--- src/rtl/maxpool_2x2_engine_if.sv ---
// maxpool_2x2_engine_if: controller handshake plus feature-buffer read and pooled-buffer write ports.
interface maxpool_2x2_engine_if #(
    parameter int DW = 16,
    parameter int AW = 12
);
    logic          start;
    logic          rd_en;
    logic [AW-1:0] rd_addr;
    logic [DW-1:0] rd_data;
    logic          wr_en;
    logic [AW-1:0] wr_addr;
    logic [DW-1:0] wr_data;
    logic          busy;
    logic          done;
    modport master (
        input  start, rd_data,
        output rd_en, rd_addr, wr_en, wr_addr, wr_data, busy, done
    );
    modport slave (
        output start, rd_data,
        input  rd_en, rd_addr, wr_en, wr_addr, wr_data, busy, done
    );
endinterface

--- src/rtl/maxpool_2x2_engine.sv ---
// maxpool_2x2_engine: 2x2 stride-2 signed max-pool over a CH x H x W map, one window every 4 cycles.
module maxpool_2x2_engine #(
    parameter int DW = 16,
    parameter int W  = 28,
    parameter int H  = 28,
    parameter int CH = 4,
    parameter int AW = $clog2(CH*H*W)
) (
    input logic clk,
    input logic rst_n,
    maxpool_2x2_engine_if.master bus
);
    localparam int W2 = W/2;
    localparam int H2 = H/2;
    localparam int N  = CH*H2*W2;
    typedef enum logic [1:0] {IDLE, RUN, DONE, HOLD} state_t;
    state_t state, state_nx;
    logic rd_en, v1, wr_en;
    logic [1:0] e, e1;
    logic [AW-1:0] x2, r2, c, widx;
    logic [DW-1:0] acc;
    logic last_x, last_r, last_c, last_rd, last_wr;
    assign last_x  = x2 == AW'(W2-1);
    assign last_r  = r2 == AW'(H2-1);
    assign last_c  = c == AW'(CH-1);
    assign last_rd = &e && last_x && last_r && last_c;
    assign last_wr = wr_en && widx == AW'(N-1);
    always_ff @(posedge clk or negedge rst_n)
        if (!rst_n) state <= IDLE;
        else state <= state_nx;
    // HOLD absorbs the start level the controller still drives during done
    always_comb begin
        state_nx = state;
        case (state)
            IDLE:    state_nx = bus.start ? RUN : IDLE;
            RUN:     state_nx = last_wr ? DONE : RUN;
            DONE:    state_nx = HOLD;
            HOLD:    state_nx = bus.start ? HOLD : IDLE;
            default: state_nx = IDLE;
        endcase
    end
    always_ff @(posedge clk or negedge rst_n)
        if (!rst_n) begin
            rd_en <= 1'b0;
            e     <= '0;
            x2    <= '0;
            r2    <= '0;
            c     <= '0;
            v1    <= 1'b0;
            e1    <= '0;
            acc   <= '0;
            wr_en <= 1'b0;
            widx  <= '0;
        end else begin
            rd_en <= (state == IDLE && bus.start) || (rd_en && !last_rd);
            if (rd_en) begin
                e <= e + 2'd1;
                if (&e) begin
                    x2 <= last_x ? '0 : x2 + AW'(1);
                    if (last_x) begin
                        r2 <= last_r ? '0 : r2 + AW'(1);
                        if (last_r) c <= last_c ? '0 : c + AW'(1);
                    end
                end
            end
            v1 <= rd_en;
            e1 <= e;
            // equal values keep the accumulator; element 0 always loads
            if (v1) acc <= (e1 == 2'd0 || $signed(bus.rd_data) > $signed(acc)) ? bus.rd_data : acc;
            wr_en <= v1 && &e1;
            if (wr_en) widx <= last_wr ? '0 : widx + AW'(1);
        end
    assign bus.rd_en   = rd_en;
    assign bus.rd_addr = AW'(int'(c)*H*W + (2*int'(r2) + int'(e[1]))*W + 2*int'(x2) + int'(e[0]));
    assign bus.wr_en   = wr_en;
    assign bus.wr_addr = widx;
    assign bus.wr_data = acc;
    assign bus.busy    = state == RUN || state == DONE;
    assign bus.done    = state == DONE;
endmodule
--- src/flat_wrapper.sv ---
// flat-port wrapper written by rule: the top's interface ports become plain ports
module maxpool_2x2_engine_flat 
#(
    parameter int DW = 16,
    parameter int W  = 28,
    parameter int H  = 28,
    parameter int CH = 4,
    parameter int AW = $clog2(CH*H*W)
)
  (clk, rst_n, bus_start, bus_rd_data, bus_rd_en, bus_rd_addr, bus_wr_en, bus_wr_addr, bus_wr_data, bus_busy, bus_done);
  maxpool_2x2_engine_if #(.DW(DW), .AW(AW)) bus_i ();
  input logic clk;
  input logic rst_n;
  input wire logic [$bits(bus_i.start)-1:0] bus_start;
  input wire logic [$bits(bus_i.rd_data)-1:0] bus_rd_data;
  output wire logic [$bits(bus_i.rd_en)-1:0] bus_rd_en;
  output wire logic [$bits(bus_i.rd_addr)-1:0] bus_rd_addr;
  output wire logic [$bits(bus_i.wr_en)-1:0] bus_wr_en;
  output wire logic [$bits(bus_i.wr_addr)-1:0] bus_wr_addr;
  output wire logic [$bits(bus_i.wr_data)-1:0] bus_wr_data;
  output wire logic [$bits(bus_i.busy)-1:0] bus_busy;
  output wire logic [$bits(bus_i.done)-1:0] bus_done;
  assign bus_i.start = bus_start;
  assign bus_i.rd_data = bus_rd_data;
  assign bus_rd_en = bus_i.rd_en;
  assign bus_rd_addr = bus_i.rd_addr;
  assign bus_wr_en = bus_i.wr_en;
  assign bus_wr_addr = bus_i.wr_addr;
  assign bus_wr_data = bus_i.wr_data;
  assign bus_busy = bus_i.busy;
  assign bus_done = bus_i.done;
  maxpool_2x2_engine #(.DW(DW), .W(W), .H(H), .CH(CH), .AW(AW)) u_core (.clk(clk), .rst_n(rst_n), .bus(bus_i));
endmodule
--- config.mk ---
export PLATFORM = sky130hd
export DESIGN_NAME = maxpool_2x2_engine_flat
export DESIGN_NICKNAME = d
export VERILOG_FILES = /design/src/rtl/maxpool_2x2_engine_if.sv /design/src/rtl/maxpool_2x2_engine.sv /design/src/flat_wrapper.sv
export SDC_FILE = /design/constraint.sdc
export NUM_CORES = 1
export LEC_CHECK = 0
export CAP_MARGIN = 15
export CORE_AREA = 2 2 116 118
export DETAILED_ROUTE_END_ITERATION = 8
export DIE_AREA = 0 0 118 120
export PLACE_DENSITY = 0.65
export SYNTH_ARGS = -nofsm -noshare
export SYNTH_HDL_FRONTEND = slang
export SYNTH_SLANG_ARGS = --single-unit
--- constraint.sdc ---
create_clock -name clk -period 8.5 [get_ports clk]
set_input_delay 1.275 -clock clk [delete_from_list [all_inputs] [get_ports clk]]
set_output_delay 1.275 -clock clk [all_outputs]
set_load 0.01 [all_outputs]
==> out/results.ini <==
[synth]
synth_cells=584
ys_ff_latch=73
syn-num-nets=707
synth_area_leader_cell=dfrtp_1
synth-xor-area-share=0.0883
synthArstFlopShare=1.00
synth-edff-count=0
syn_area_um2=5710
ys_warn_count=0
synth_top_family_by_area=adder cells
synth_area_per_cell_um2=9.78
synth_top_area_share=0.320
synthMuxAreaShare=0.0375
yosysSeqAreaShare=0.320
yosys-top-cells-area=dfrtp_1, ha_1, fa_1
ys_dominant_reg_cell=dfrtp_1
synth-simple-area-share=0.116
synth_fa_ha_area_frac=0.262
ys_types=46
synth_compound_area_frac=0.104

[floorplan]
start_util=0.440
fp-row-count=42
coreArea_um2=13000
fp.dieH_um=120
die_area_um2=14200
io_pins=63
die_w_um=118

[timing]
period_minus_slack_ns=7.40
period_share=0.871
worstMarginPinSlew_ns=0.956
rsz0062_at_grt=no
fmax_mhz=135
finalHoldViolCount=0
finalSetupViolCount=0
fin_skew_ns=0.00676
setup_tns_ns=0
slew_headroom=0.363
finalMaxSlewViolations=0

[final_layout]
final_area_um2=6810
fill_cells=1184
syn2layout_area_growth_pct=19.2
nNetsFinal=774
final_cell_mix=inv_1, ha_1, dfrtp_1
layout_commonest_cell=inv_1
diodes=0
drive_above_1_share=0.0611
final_cells=831

[global_route]
overflow=0
antenna_found_initial=0
grt_pass1_vias=4140
grt_max_degree=74
grtUsageTotal=0.170
grt_pass1_wl_mm=19.6

[cts]
numCtsBuffers=9
root_buffer=clkbuf_16
post-cts-setup-buffers=0
cts_buffer_depth=2
cts.sink_count=73
cts_tree=yes
clkTransAtPathRegs_ns=0.06
clk_latency_ns=0.33
h-tree-depth=3
ctsResizeCount=0
postCtsHoldBufs=0

[placement]
io_buffers=62
gp_congestion=0.836
placed_cell_area_um2=6530
dp.cells=816
hpwl_mm=8.87

[drt]
vias=4193
drtIter0Drc=218
antenna_left=0
detail_route.wl_per_cell_um=13.6
drt_pre_antenna_iters=4
viasPerCell=5.05
wirelength_mm=11.3
drc_errors=0

[power]
pwr_density_cell_nw_per_um2=109
ir_drop_mv=0.0913
leakage_nw=3.32

[hold_path]
worstHoldStart=u_core.r2[11]$_DFFE_PN0P_
min_path_type=register to register

[setup_path]
crit_type=register to output pin
cp.required_ns=7.22
r2r-start=u_core.x2[6]$_DFFE_PN0P_
worstPathMaxFanout=10
crit_path_start_kind=register
end_kind=output pin
cp_data_arrival_time_ns=6.13
crit_path_start=u_core.c[0]$_DFFE_PN0P_

[flow_run]
max-cap-violations=0

[run_status]
outcome=finished, final reports clean

metal layers:
layer	routed length [um]	vias up	global-route usage
met3	401	10	0.0356
met5	0	-	0
met1	5420	2019	0.227
li1	-	2087	-
met4	111	0	0.0482
met2	5370	77	0.278
final cells by class:
type                       count  area, um^2  area share
multi-input combinational    403        3470       0.509
tap                          176         220      0.0323
clock buffer                  12         236      0.0347
sequential                    73        1830       0.268
inverter                      98         368      0.0540
clock inverter                 3        42.5     0.00625
timing repair buffer          66         646      0.0948
power by group:
group,internal (mW),total (mW),switching [mW]
clock network,0.225,0.369,0.143
registers,0.348,0.348,0
logic,0.0123,0.0260,0.0138
sequential cells by signal, indices dropped and copies added, names as in the netlist:
| name | count |
|---|---|
| u_core.bus.wr_data | 16 |
| u_core.bus.rd_en | 1 |
| u_core.state | 2 |
| u_core.v1 | 1 |
| u_core.bus.wr_en | 1 |
| u_core.e1 | 2 |
| u_core.c | 12 |
| u_core.x2 | 12 |
| u_core.bus.wr_addr | 12 |
| u_core.e | 2 |
| u_core.r2 | 12 |
Yosys cell counts (all sizes together), types with 2 or more instances:
cell type,count
mux2,19
xnor2,39
and2b,2
a21o,10
dfrtp,73
nand3,15
o31ai,9
nor2b,5
fa,26
or4,2
nand2,26
nand4,13
or3,2
o21bai,6
xor2,16
buf,5
and3,7
nor2,27
and2,2
clkbuf,5
nand2b,4
o21ai,34
nor3,10
a21oi,28
a31oi,2
nor4,4
ha,78
inv,98
nand4b,2
o211ai,2
stage by stage:
step | hold WS [ns] | utilization | setup WS, ns | power (mW)
after floorplan | 0.433 | - | 2.24 | 0.362
after global placement | 0.457 | 0.503 | 1.63 | 0.380
final | 0.479 | 0.524 | 1.10 | 0.742
after detailed placement | 0.470 | 0.503 | 1.39 | 0.381
after CTS | 0.478 | 0.524 | 1.02 | 0.753
after global routing | 0.497 | 0.524 | 0.648 | 0.771
critical path, stage by stage, from the launching register on:
cell	delay, ns
dfrtp_1	0.50
fa_1	0.54
ha_1	0.23
fa_1	0.41
xnor2_1	0.29
inv_1	0.11
ha_1	0.29
inv_1	0.05
fa_1	0.49
inv_1	0.04
ha_1	0.26
inv_1	0.06
nor2_1	0.12
nor2_1	0.06
xor2_1	0.15
fa_1	0.39
xor2_1	0.17
xnor2_1	0.19
xnor2_1	0.11
xnor2_1	0.21
xnor2_1	0.16
xnor2_1	0.16
xnor3_1	0.33
clkdlybuf4s50_1	0.49
path summary, 6_finish.rpt:
kind / endpoint / slack (ns) / depth (start not counted)
min in group asynchronous: u_core.bus.wr_data[2]$_DFFE_PN0P_ / 1.19 / 2
worst max-delay path: bus_rd_addr[11] / 1.10 / 23
max in group asynchronous: u_core.c[1]$_DFFE_PN0P_ / 6.69 / 2
worst min register to register: u_core.r2[11]$_DFFE_PN0P_ / 0.48 / 1
worst min-delay path: u_core.r2[11]$_DFFE_PN0P_ / 0.48 / 1
worst max register to register: u_core.r2[2]$_DFFE_PN0P_ / 5.23 / 6
logic make-up (layout without fill, tap and decap cells):
group                    Yosys count  in the layout
AO/OA/AOI/OAI                     98             98
adder cells (fa/ha/maj)          104            104
buffers and inverters            108            179
AND/OR/NAND/NOR                  126            126
multiplexers                      19             19
XOR/XNOR                          56             56
flip-flops                        73             73
No activity file was read; power rests on OpenSTA's default activity.
